--- src/rtl/btn_rate_select.sv ---
// Button front end: 2-flop sync, 4-state debounce, press/release/long-press strobes, rate index.
// Latency: press/release strobe one cycle after edge DEBOUNCE_CYCLES+3; long strobe LONG_PRESS_CYCLES after press.
// Backpressure: none; strobes are single-cycle and must be consumed when high. Long press gated by BTN_LONG_PRESS_EN.
module btn_rate_select #(
    parameter int DEBOUNCE_CYCLES   = 120000,
    parameter int LONG_PRESS_CYCLES = 12000000,
    parameter int NUM_RATES         = 4,
    parameter int RATE_W            = 2
) (
    input  logic              clk,
    input  logic              rst,
    input  logic              btn_in,
    output logic              btn_level,
    output logic              press_pulse,
    output logic              release_pulse,
    output logic              long_pulse,
    output logic [RATE_W-1:0] rate_sel
);

    localparam int DW = $clog2(DEBOUNCE_CYCLES + 1);
    localparam logic [DW-1:0]     DMAX = DW'(DEBOUNCE_CYCLES);
    localparam logic [DW-1:0]     DONE = DW'(1);
    localparam logic [RATE_W-1:0] RMAX = RATE_W'(NUM_RATES - 1);

    localparam logic [1:0] IDLE        = 2'd0;
    localparam logic [1:0] ARM_PRESS   = 2'd1;
    localparam logic [1:0] PRESSED     = 2'd2;
    localparam logic [1:0] ARM_RELEASE = 2'd3;

    logic          s1;
    logic          s2;
    logic [1:0]    state;
    logic [DW-1:0] dcnt;
    logic          accept_press;
    logic          accept_release;
    logic [RATE_W-1:0] rate_inc;

    assign accept_press   = (state == ARM_PRESS)   &&  s2 && (dcnt == DMAX);
    assign accept_release = (state == ARM_RELEASE) && !s2 && (dcnt == DMAX);
    assign rate_inc       = (rate_sel == RMAX) ? '0 : rate_sel + 1'b1;

    always_ff @(posedge clk or posedge rst) begin
        if (rst) begin
            s1            <= 1'b0;
            s2            <= 1'b0;
            state         <= IDLE;
            dcnt          <= '0;
            btn_level     <= 1'b0;
            press_pulse   <= 1'b0;
            release_pulse <= 1'b0;
        end else begin
            s1            <= btn_in;
            s2            <= s1;
            press_pulse   <= accept_press;
            release_pulse <= accept_release;
            case (state)
                IDLE: begin
                    if (s2) begin
                        state <= ARM_PRESS;
                        dcnt  <= DONE;
                    end
                end
                ARM_PRESS: begin
                    if (!s2) begin
                        state <= IDLE;
                    end else if (dcnt == DMAX) begin
                        state     <= PRESSED;
                        btn_level <= 1'b1;
                    end else begin
                        dcnt <= dcnt + 1'b1;
                    end
                end
                PRESSED: begin
                    if (!s2) begin
                        state <= ARM_RELEASE;
                        dcnt  <= DONE;
                    end
                end
                ARM_RELEASE: begin
                    if (s2) begin
                        state <= PRESSED;
                    end else if (dcnt == DMAX) begin
                        state     <= IDLE;
                        btn_level <= 1'b0;
                    end else begin
                        dcnt <= dcnt + 1'b1;
                    end
                end
                default: state <= IDLE;
            endcase
        end
    end

`ifdef BTN_LONG_PRESS_EN
    localparam int HW = $clog2(LONG_PRESS_CYCLES + 1);
    localparam logic [HW-1:0] HLAST = HW'(LONG_PRESS_CYCLES - 1);

    logic [HW-1:0] hcnt;
    logic          long_done;
    logic          holding;
    logic          long_hit;

    assign holding  = (state == PRESSED) || (state == ARM_RELEASE);
    // A release landing on the same edge wins: that press counts as short.
    assign long_hit = holding && !long_done && (hcnt == HLAST) && !accept_release;

    always_ff @(posedge clk or posedge rst) begin
        if (rst) begin
            hcnt       <= '0;
            long_done  <= 1'b0;
            long_pulse <= 1'b0;
            rate_sel   <= '0;
        end else begin
            long_pulse <= long_hit;
            if (accept_press) begin
                hcnt      <= '0;
                long_done <= 1'b0;
            end else if (holding && !long_done) begin
                hcnt <= hcnt + 1'b1;
                if (long_hit) long_done <= 1'b1;
            end
            if (long_hit)
                rate_sel <= '0;
            else if (accept_release && !long_done)
                rate_sel <= rate_inc;
        end
    end
`else
    assign long_pulse = 1'b0;

    always_ff @(posedge clk or posedge rst) begin
        if (rst)
            rate_sel <= '0;
        else if (accept_release)
            rate_sel <= rate_inc;
    end
`endif

endmodule

--- config.mk ---
export PLATFORM = sky130hd
export DESIGN_NAME = btn_rate_select
export DESIGN_NICKNAME = d
export VERILOG_FILES = /design/src/rtl/btn_rate_select.sv
export SDC_FILE = /design/constraint.sdc
export NUM_CORES = 1
export LEC_CHECK = 0
export CELL_PAD_IN_SITES_DETAIL_PLACEMENT = 2
export CELL_PAD_IN_SITES_GLOBAL_PLACEMENT = 2
export CORE_MARGIN = 2
export CORE_UTILIZATION = 40
export CTS_CLUSTER_SIZE = 10
export DETAILED_ROUTE_END_ITERATION = 16
export PLACE_DENSITY = 0.87
export SETUP_SLACK_MARGIN = 0.1
export SYNTH_ARGS = -nofsm -noshare
export SYNTH_HDL_FRONTEND = slang
export SYNTH_SLANG_ARGS = --single-unit
--- constraint.sdc ---
create_clock -name clk -period 4.57 [get_ports clk]
set_input_delay 0.457 -clock clk [delete_from_list [all_inputs] [get_ports clk]]
set_output_delay 0.457 -clock clk [all_outputs]
set_load 0.1 [all_outputs]
==> results of run 1 <==
-- Yosys cell counts (2+ instances only) --
| master | number |
|---|---|
| dfrtp_1 | 26 |
| nand2_1 | 13 |
| o21ai_0 | 13 |
| inv_1 | 10 |
| nor2_1 | 8 |
| nand3_1 | 7 |
| nor3_1 | 6 |
| a21oi_1 | 5 |
| nand4_1 | 5 |
| ha_1 | 3 |
| o21a_1 | 3 |
| o22ai_1 | 3 |
| a21o_1 | 2 |
| a31oi_1 | 2 |
| buf_2 | 2 |
| mux2_2 | 2 |
| mux2i_1 | 2 |
| nor4_1 | 2 |
| o21ai_1 | 2 |
| o31ai_1 | 2 |
| o41ai_1 | 2 |
| or3_1 | 2 |
-- registers in the layout (all words and copies together) (netlist names), named ones only --
signal         count
rate_sel           2
btn_level          1
s2                 1
press_pulse        1
dcnt              17
state              1
release_pulse      1
s1                 1
-- power breakdown --
group / internal [mW] / switching (mW)
registers: 0.241 / 0.0193
clock network: 0.0888 / 0.0753
logic: 0.0185 / 0.0314
total: 0.349 / 0.126
-- cells in the final DEF, fill, tap and decap left out, types with 2 or more instances in the layout --
cell type,n
clkdlybuf4s50_1,7
nor3_1,6
inv_1,10
mux2_2,2
mux2i_1,2
o22ai_1,3
clkbuf_4,3
o41ai_1,2
nand2_1,13
o21ai_0,13
dfrtp_1,26
o31ai_1,2
nor4_1,2
nor2_1,8
o21ai_1,2
a21o_1,2
o21a_1,3
a31oi_1,2
or3_1,2
a21oi_1,5
nand4_1,5
ha_1,3
nand3_1,7
-- logic make-up (layout without fill, tap and decap cells) --
family,Yosys count,count (layout),synth area share
mux,4,4,0.03011
other cells,1,1,0.002655
fa+ha+maj,3,3,0.02658
flops,26,26,0.4606
compound gates,39,39,0.1869
buf+inv,17,22,0.05491
simple gates,55,55,0.2259
xor+xnor,2,2,0.01240
-- final timing paths --
| check | to | cells after the start | startpoint |
|---|---|---|---|
| min in group asynchronous | s1$_DFF_PP0_ | 2 | rst |
| min reg2reg | s2$_DFF_PP0_ | 0 | s1$_DFF_PP0_ |
| min | s2$_DFF_PP0_ | 0 | s1$_DFF_PP0_ |
| max reg2reg | dcnt[13]$_DFFE_PP0P_ | 6 | state[0]$_DFFE_PP0P_ |
| max | dcnt[13]$_DFFE_PP0P_ | 6 | state[0]$_DFFE_PP0P_ |
| max in group asynchronous | dcnt[1]$_DFFE_PP0P_ | 2 | rst |
-- cell type report --
| cell class | instances | area (um^2) |
|---|---|---|
| fillers | 378 | 1807 |
| clock inverters | 1 | 30.03 |
| multi-input cells | 104 | 684.4 |
| repair buffers | 7 | 70.07 |
| well taps | 46 | 57.56 |
| inverters | 11 | 41.29 |
| flip-flops and latches | 26 | 650.6 |
| clock buffers | 3 | 22.52 |
-- routing by layer --
metal  vias up  GRT usage  routed length, um
li1        536          -                  -
met5         -          0                  0
met2        19     0.3697               1976
met3         7    0.02143                 92
met1       596     0.2741               1701
met4         0    0.08696                 88
-- per-stage QoR --
step | hold slack [ps] | area, um^2 | instances
2_1_floorplan | 331.2 | 1413 | 147
3_3_place_gp | 332.4 | 1504 | 194
3_5_place_dp | 348.5 | 1504 | 194
4_1_cts | 382.9 | 1556 | 198
5_1_grt | 397.5 | 1556 | 198
6_report | 378.7 | 1556 | 198
-- critical path: stages, from the launching register on --
cell	delay, ps
dfrtp_1	660
and4bb_2	300
nand4_1	250
o41ai_4	760
inv_2	170
nand3_1	170
o21ai_0	110
==> metrics, run 1 <==
syn_area_per_cell 9.610 um^2; Final WS setup 2029 ps; Starting Density 0.4200; status finished clean; clock-pin slew on the worst setup and hold paths 150 ps; Die Width 63.43 um; 1st-iter DRT viols 42; Routability Congestion 0.8256; DRT Pass-1 Iters 4; Num CTS Buffers 3; WS Path Type flip-flop to flip-flop; Netlist cell types 47; clk_lat worst skew 330 ps; antenna fix cells 0; Hold Vio Cnt, Final 0; cts hold-fix bufs 0; layout cells sized above 1 0.1118; total vias in the final route 1158; pre-CTS setup slack 2064 ps; Detail Route Antenna Nets 0; Fmax 393.5 MHz; Clock Tree Buf Depth 2; clk_skew 2.732 ps; initial antenna violation count 0; Yosys reg bits 26; TritonCTS clock tree done; DRC Markers 0; final WL 3859 um; Startpoint Class flip-flop; gr usage total 0.2143; crit path capture type flip-flop; final cycle utilization of the critical path 0.5560; PD cells 304.8 nW/um^2; gr ovfl total 0; fraction of the yosys area taken by sequential cells 0.4606; worst relative slew slack 0.3003; Post-CTS Resized 0; share of the synthesized area in the top cell type 0.4606; Final Critical Period 2541 ps; cell count after synthesis 147; largest net degree at the start of global routing 27; crit path DAT 2760 ps; Fin Setup TNS 0 ps; CTS root buffer clkbuf_4; Sink Count 26; Worst Path Max Fanout 15; Final Util 0.4628; Worst EP required 4790 ps; core area 3363 um^2; syn nets 153; Via density 5.848; Slew Viols, Final 0; post-synth top area cell dfrtp_1; first-pass GRT wire length 6706 um; post-route total power 0.4744 mW; Synth Flop Type dfrtp_1; Synth Cell Area 1413 um^2; Routed wire per std cell 19.49 um; maximum capacitance violations 0; Post-synth EDFFs 0; die height 63.43 um; peak supply drop 0.0001731 V; HP Class flip-flop to flip-flop; IO buf count 7; H-Tree Depth 1; Worst-Margin Slew 1048 ps; Final HPWL DP 2839 um; Leakage 0.6475 nW; layout net count 159; vias in the first global route 1306; final setup violation count 0; number of placed I/O pins 9; post-CTS setup buffers 0; Async SR Flop Fraction 1.000; largest cells by area after synthesis dfrtp_1 46%, o21ai_0 4.6%, nand2_1 3.5%; Synth Warn # 0; Rows 21; die area 4023 um^2; RSZ-0062 raised after global routing false; synthesis-to-finish area growth 10.19%; flop2flop setup slack 2030 ps
No activity file was read; power rests on OpenSTA's default activity.
==> run 2: changes to the inputs <==
Settings changed: CORE_UTILIZATION 40 to 33, PLACE_DENSITY 0.87 to 0.77.
Clock period 4.57 ns to 2.04 ns, I/O delays scaled along.
==> run 2 against run 1 <==
Sequential cell count did not move. Cell area rose by 9.7%. Via count rose by 4.7%. Critical path type unchanged. Largest power group unchanged.
==> metrics, run 2 (synthesized netlist as in run 1, its figures left out) <==
flop2flop setup slack 140 ps; clk_lat worst skew 280 ps; clock-pin slew on the worst setup and hold paths 100 ps; Detail Route Antenna Nets 0; die area 4820 um^2; Clock Tree Buf Depth 2; Worst EP required 2200 ps; final cell count without fillers 215; core area 4058 um^2; launch point of the worst reg-to-reg path dcnt[3]$_DFFE_PP0P_; total vias in the final route 1213; DRT Pass-1 Iters 4; HP Class input pin to async pin; Startpoint Class flip-flop; Fmax 525.2 MHz; Sw Share 0.2599; Num CTS Buffers 3; peak supply drop 0.0002748 V; Fin Setup TNS 0 ps; Largest regs dcnt x17, rate_sel x2; IO buf count 7; initial antenna violation count 0; final setup violation count 0; worst r2r dst rate_sel[1]$_DFFE_PP0P_; CTS root buffer clkbuf_8; PD cells 690.7 nW/um^2; TritonCTS clock tree done; crit path capture type flip-flop; 1st-iter DRT viols 27; Die Width 69.43 um; Worst-Margin Slew 519.6 ps; Hold Vio Cnt, Final 0; Placed Instance Area 1564 um^2; commonest non-fill, non-tap cell in the layout dfrtp_1; largest net degree at the start of global routing 27; Leakage 0.7271 nW; worst relative slew slack 0.6504; gr ovfl total 0; post-route cell area 1708 um^2; final hold slack 287.1 ps; Net Sw Power 0.3066 mW; maximum capacitance violations 0; crit path DAT 2060 ps; commonest cells after routing, fill and taps aside 21 x dfrtp_1, 17 x buf_4, 13 x nand2_1, 13 x o21ai_0, 10 x inv_1; Slew Viols, Final 0; Comb power frac 0.134; Final HPWL DP 2847 um; first-pass GRT wire length 7155 um; Starting Density 0.3481; fill cell total of the finished layout 445; clk_skew 10.88 ps; placed cell count 207; gr usage total 0.1847; vias in the first global route 1345; cts hold-fix bufs 0; die height 69.43 um; status finished clean; Routed wire per std cell 19.74 um; Final Util 0.4209; sequential share of power 0.495; R2R cell count 6; max FFs per register 17; Rows 23; DRC Markers 0; WS Path Type flip-flop to flip-flop; Worst setup startpoint dcnt[3]$_DFFE_PP0P_; RSZ-0062 raised after global routing true; antenna fix cells 0; synthesis-to-finish area growth 20.90%; layout cells sized above 1 0.2667; Sink Count 26; final cycle utilization of the critical path 0.9334; Via density 5.642; Routability Congestion 0.8115; end of the critical path rate_sel[1]$_DFFE_PP0P_; H-Tree Depth 1; Worst Path Max Fanout 4; Clock Power Share 0.372; Final Critical Period 1904 ps; number of placed I/O pins 9; Largest Register dcnt; final WL 4244 um; layout net count 172; Pint 0.8730 mW
## run 2: cell count changes in the layout (fill, tap and decap cells not counted), sizes merged
cell,previous run,this run
clkdlybuf4s50,7,2
buf,0,18
## run 2: power groups by stage
stage,clock network (mW),logic [mW],registers [mW]
final,0.438,0.158,0.584
after CTS,0.446,0.126,0.579
after floorplan,0,0.0906,0.577
after detailed placement,0,0.125,0.587
after global placement,0,0.117,0.584
after global routing,0.471,0.172,0.589
## run 2: metal layers
| layer | track usage | part of all wire |
|---|---|---|
| met1 | 0.2322 | 0.46 |
| met2 | 0.3397 | 0.52 |
| met3 | 0.02326 | 0.016 |
| met4 | 0.03268 | 0.0019 |
| met5 | 0 | 0 |
## run 2: worst min-delay path by stage
stage | from | endpoint | slack, ps | depth (start not counted)
floorplan | rst | async pin | 240 | 1
global placement | s1$_DFF_PP0_ | s2$_DFF_PP0_ | 340 | 0
detailed placement | s1$_DFF_PP0_ | s2$_DFF_PP0_ | 370 | 0
CTS | rst | dcnt[0]$_DFFE_PP0P_ | 300 | 3
global route | rst | btn_level$_DFFE_PP0P_ | 340 | 3
finish | rst | btn_level$_DFFE_PP0P_ | 290 | 3
## run 2: what timing repair did
| item | 4_1_cts | 5_1_grt |
|---|---|---|
| endpoints found under the setup margin | 5 | 14 |
| resized for setup | 1 | 12 |
| pin swaps | 1 | 2 |
| setup buffers | 1 | 3 |
## run 2: stage by stage
stage / setup WS (ps) / power, mW
after global placement: 162.6 / 0.7003
after CTS: 110.9 / 1.151
final: 135.8 / 1.180
after detailed placement: 58.39 / 0.7122
after global routing: 54.32 / 1.232
after floorplan: 175.2 / 0.6674
## run 2: worst max-delay path: stages, from the launching register on
cell,delay [ps]
dfrtp_2,450
and4bb_2,320
nand4_1,100
buf_4,170
nor4_4,170
and3_4,240
mux2_2,330
## run 2: layout make-up
class	count	area, um^2	share of cell area
clock buffer	3	41.29	0.02418
clock inverter	1	30.03	0.01758
inverter	11	41.29	0.02418
multi-input combinational	104	716.9	0.4198
sequential	26	656.9	0.3846
tap	50	62.56	0.03663
timing repair buffer	20	158.9	0.09304
==> run 3: changes to the inputs <==
Settings changed: CAP_MARGIN set to 40, CORE_MARGIN 2 to not set.
==> run 3 against run 2 <==
Clock skew down 1.6 ps. Routed wire length up 4.8%. First-iteration DRC count up 120%. Critical endpoint unchanged. Largest cell class unchanged. Largest power group unchanged.
==> metrics, run 3 (synthesized netlist as in run 1, its figures left out) <==
status finished clean; die area 4546 um^2; Die Width 67.43 um; R2R cell count 6; crit-path max cell delay 470 ps; fill cell total of the finished layout 444; Worst EP required 2220 ps; Hold Vio Cnt, Final 0; antenna fix cells 0; final hold slack 278.2 ps; gr ovfl total 0; commonest non-fill, non-tap cell in the layout dfrtp_1; worst r2r dst rate_sel[1]$_DFFE_PP0P_; core area 4058 um^2; DRT Pass-1 Iters 4; IO buf count 7; Worst-Margin Slew 493.0 ps; layout net count 177; M1 GR Usage 0.2425; sequential share of power 0.480; met3 usage 0.02703; clock-pin slew on the worst setup and hold paths 100 ps; synthesis-to-finish area growth 22.23%; number of placed I/O pins 9; clk_skew 9.309 ps; Final WS setup 143.6 ps; pre-CTS setup slack 76.06 ps; commonest cells after routing, fill and taps aside 23 x dfrtp_1, 22 x buf_4, 13 x nand2_1, 13 x o21ai_0, 10 x inv_1; RSZ-0062 raised after global routing true; DRC Markers 0; die height 67.43 um; TritonCTS clock tree done; Worst Path Max Fanout 6; total vias in the final route 1220; first-pass GRT wire length 6858 um; Detail Route Antenna Nets 0; Via density 5.545; Final HPWL DP 3117 um; Slew Viols, Final 0; Largest regs dcnt x17, rate_sel x2; worst relative slew slack 0.6683; Fmax 527.3 MHz; M2 GR Usage 0.3938; HP Class input pin to async pin; Clock Power Share 0.370; clk_lat worst skew 290 ps; Leakage 0.7563 nW; Largest Register dcnt; Fin Setup TNS 0 ps; PD cells 700.5 nW/um^2; Clock Tree Buf Depth 2; crit path capture type flip-flop; layout cells sized above 1 0.2647; initial antenna violation count 0; busiest grt layer met2; Comb power frac 0.149; post-route cell area 1727 um^2; launch point of the worst reg-to-reg path dcnt[3]$_DFFE_PP0P_; Placed Instance Area 1587 um^2; peak supply drop 0.0002937 V; max FFs per register 17; 1st-iter DRT viols 59; Final Util 0.4255; Sink Count 26; final cycle utilization of the critical path 0.9296; Sw Share 0.2649; vias in the first global route 1340; Starting Density 0.3481; largest net degree at the start of global routing 27; CP max stage cell dfrtp_2; CTS root buffer clkbuf_8; H-Tree Depth 1; gr usage total 0.2132; flop2flop setup slack 140 ps; Pint 0.8891 mW; final WL 4448 um; Num CTS Buffers 3; crit path DAT 2070 ps; maximum capacitance violations 0; Routed wire per std cell 20.22 um; Routability Congestion 0.7553; WS Path Type flip-flop to flip-flop; Startpoint Class flip-flop; final setup violation count 0; Net Sw Power 0.3205 mW; Rows 23; Final Critical Period 1896 ps; CP Cell Sequence and4bb_2 -> nand4_1 -> buf_4 -> nor4_4 -> and3_4 -> mux2_2
-- run 3: routing by layer --
layer  vias to the layer above  share of wire
li1                        573              -
met1                       626           0.42
met2                        14           0.55
met3                         7          0.016
met4                         0          0.020
met5                         -              0
-- run 3: area by class of cell --
cell class / instances / area, um^2 / area share
clock buffers: 3 / 41.29 / 0.02391
clock inverters: 1 / 30.03 / 0.01739
inverters: 11 / 41.29 / 0.02391
multi-input cells: 104 / 700.7 / 0.4058
flip-flops and latches: 26 / 654.4 / 0.3790
well taps: 50 / 62.56 / 0.03623
repair buffers: 25 / 196.4 / 0.1138
-- run 3: worst max path at each step --
stage	startpoint	end	slack, ps	cells past startpoint
after global routing	dcnt[3]$_DFFE_PP0P_	rate_sel[1]$_DFFE_PP0P_	40	6
final	dcnt[3]$_DFFE_PP0P_	rate_sel[1]$_DFFE_PP0P_	140	6
after global placement	dcnt[0]$_DFFE_PP0P_	dcnt[16]$_DFFE_PP0P_	170	6
after detailed placement	dcnt[0]$_DFFE_PP0P_	dcnt[16]$_DFFE_PP0P_	80	6
after floorplan	dcnt[13]$_DFFE_PP0P_	rate_sel[0]$_DFFE_PP0P_	180	5
after CTS	dcnt[0]$_DFFE_PP0P_	dcnt[16]$_DFFE_PP0P_	150	6
-- run 3: timing repair --
action                                  CTS  global route
resized for setup                         1             6
gates cloned                              0             0
endpoints found under the setup margin    4            12
hold buffers                              0             0
pin swaps                                 1             1
buffers inserted                          1             5
-- run 3: power groups by stage --
stage	combinational [mW]	clock [mW]	sequential (mW)
after floorplan	0.0906	0	0.577
after global routing	0.201	0.471	0.584
final	0.181	0.448	0.581
after detailed placement	0.124	0	0.589
after global placement	0.116	0	0.584
after CTS	0.125	0.455	0.578
-- run 3: worst max-delay path: cells and delay by family (launching register included) --
family        cells  cell delay, ps
simple gates      4             820
buf+inv           1             170
flops             1             470
mux               1             330
-- run 3: stage by stage --
step                      total power [mW]  std cells
after floorplan                     0.6674        147
after global placement              0.7003        210
after detailed placement            0.7133        210
after CTS                            1.158        215
after global routing                 1.256        220
final                                1.210        220
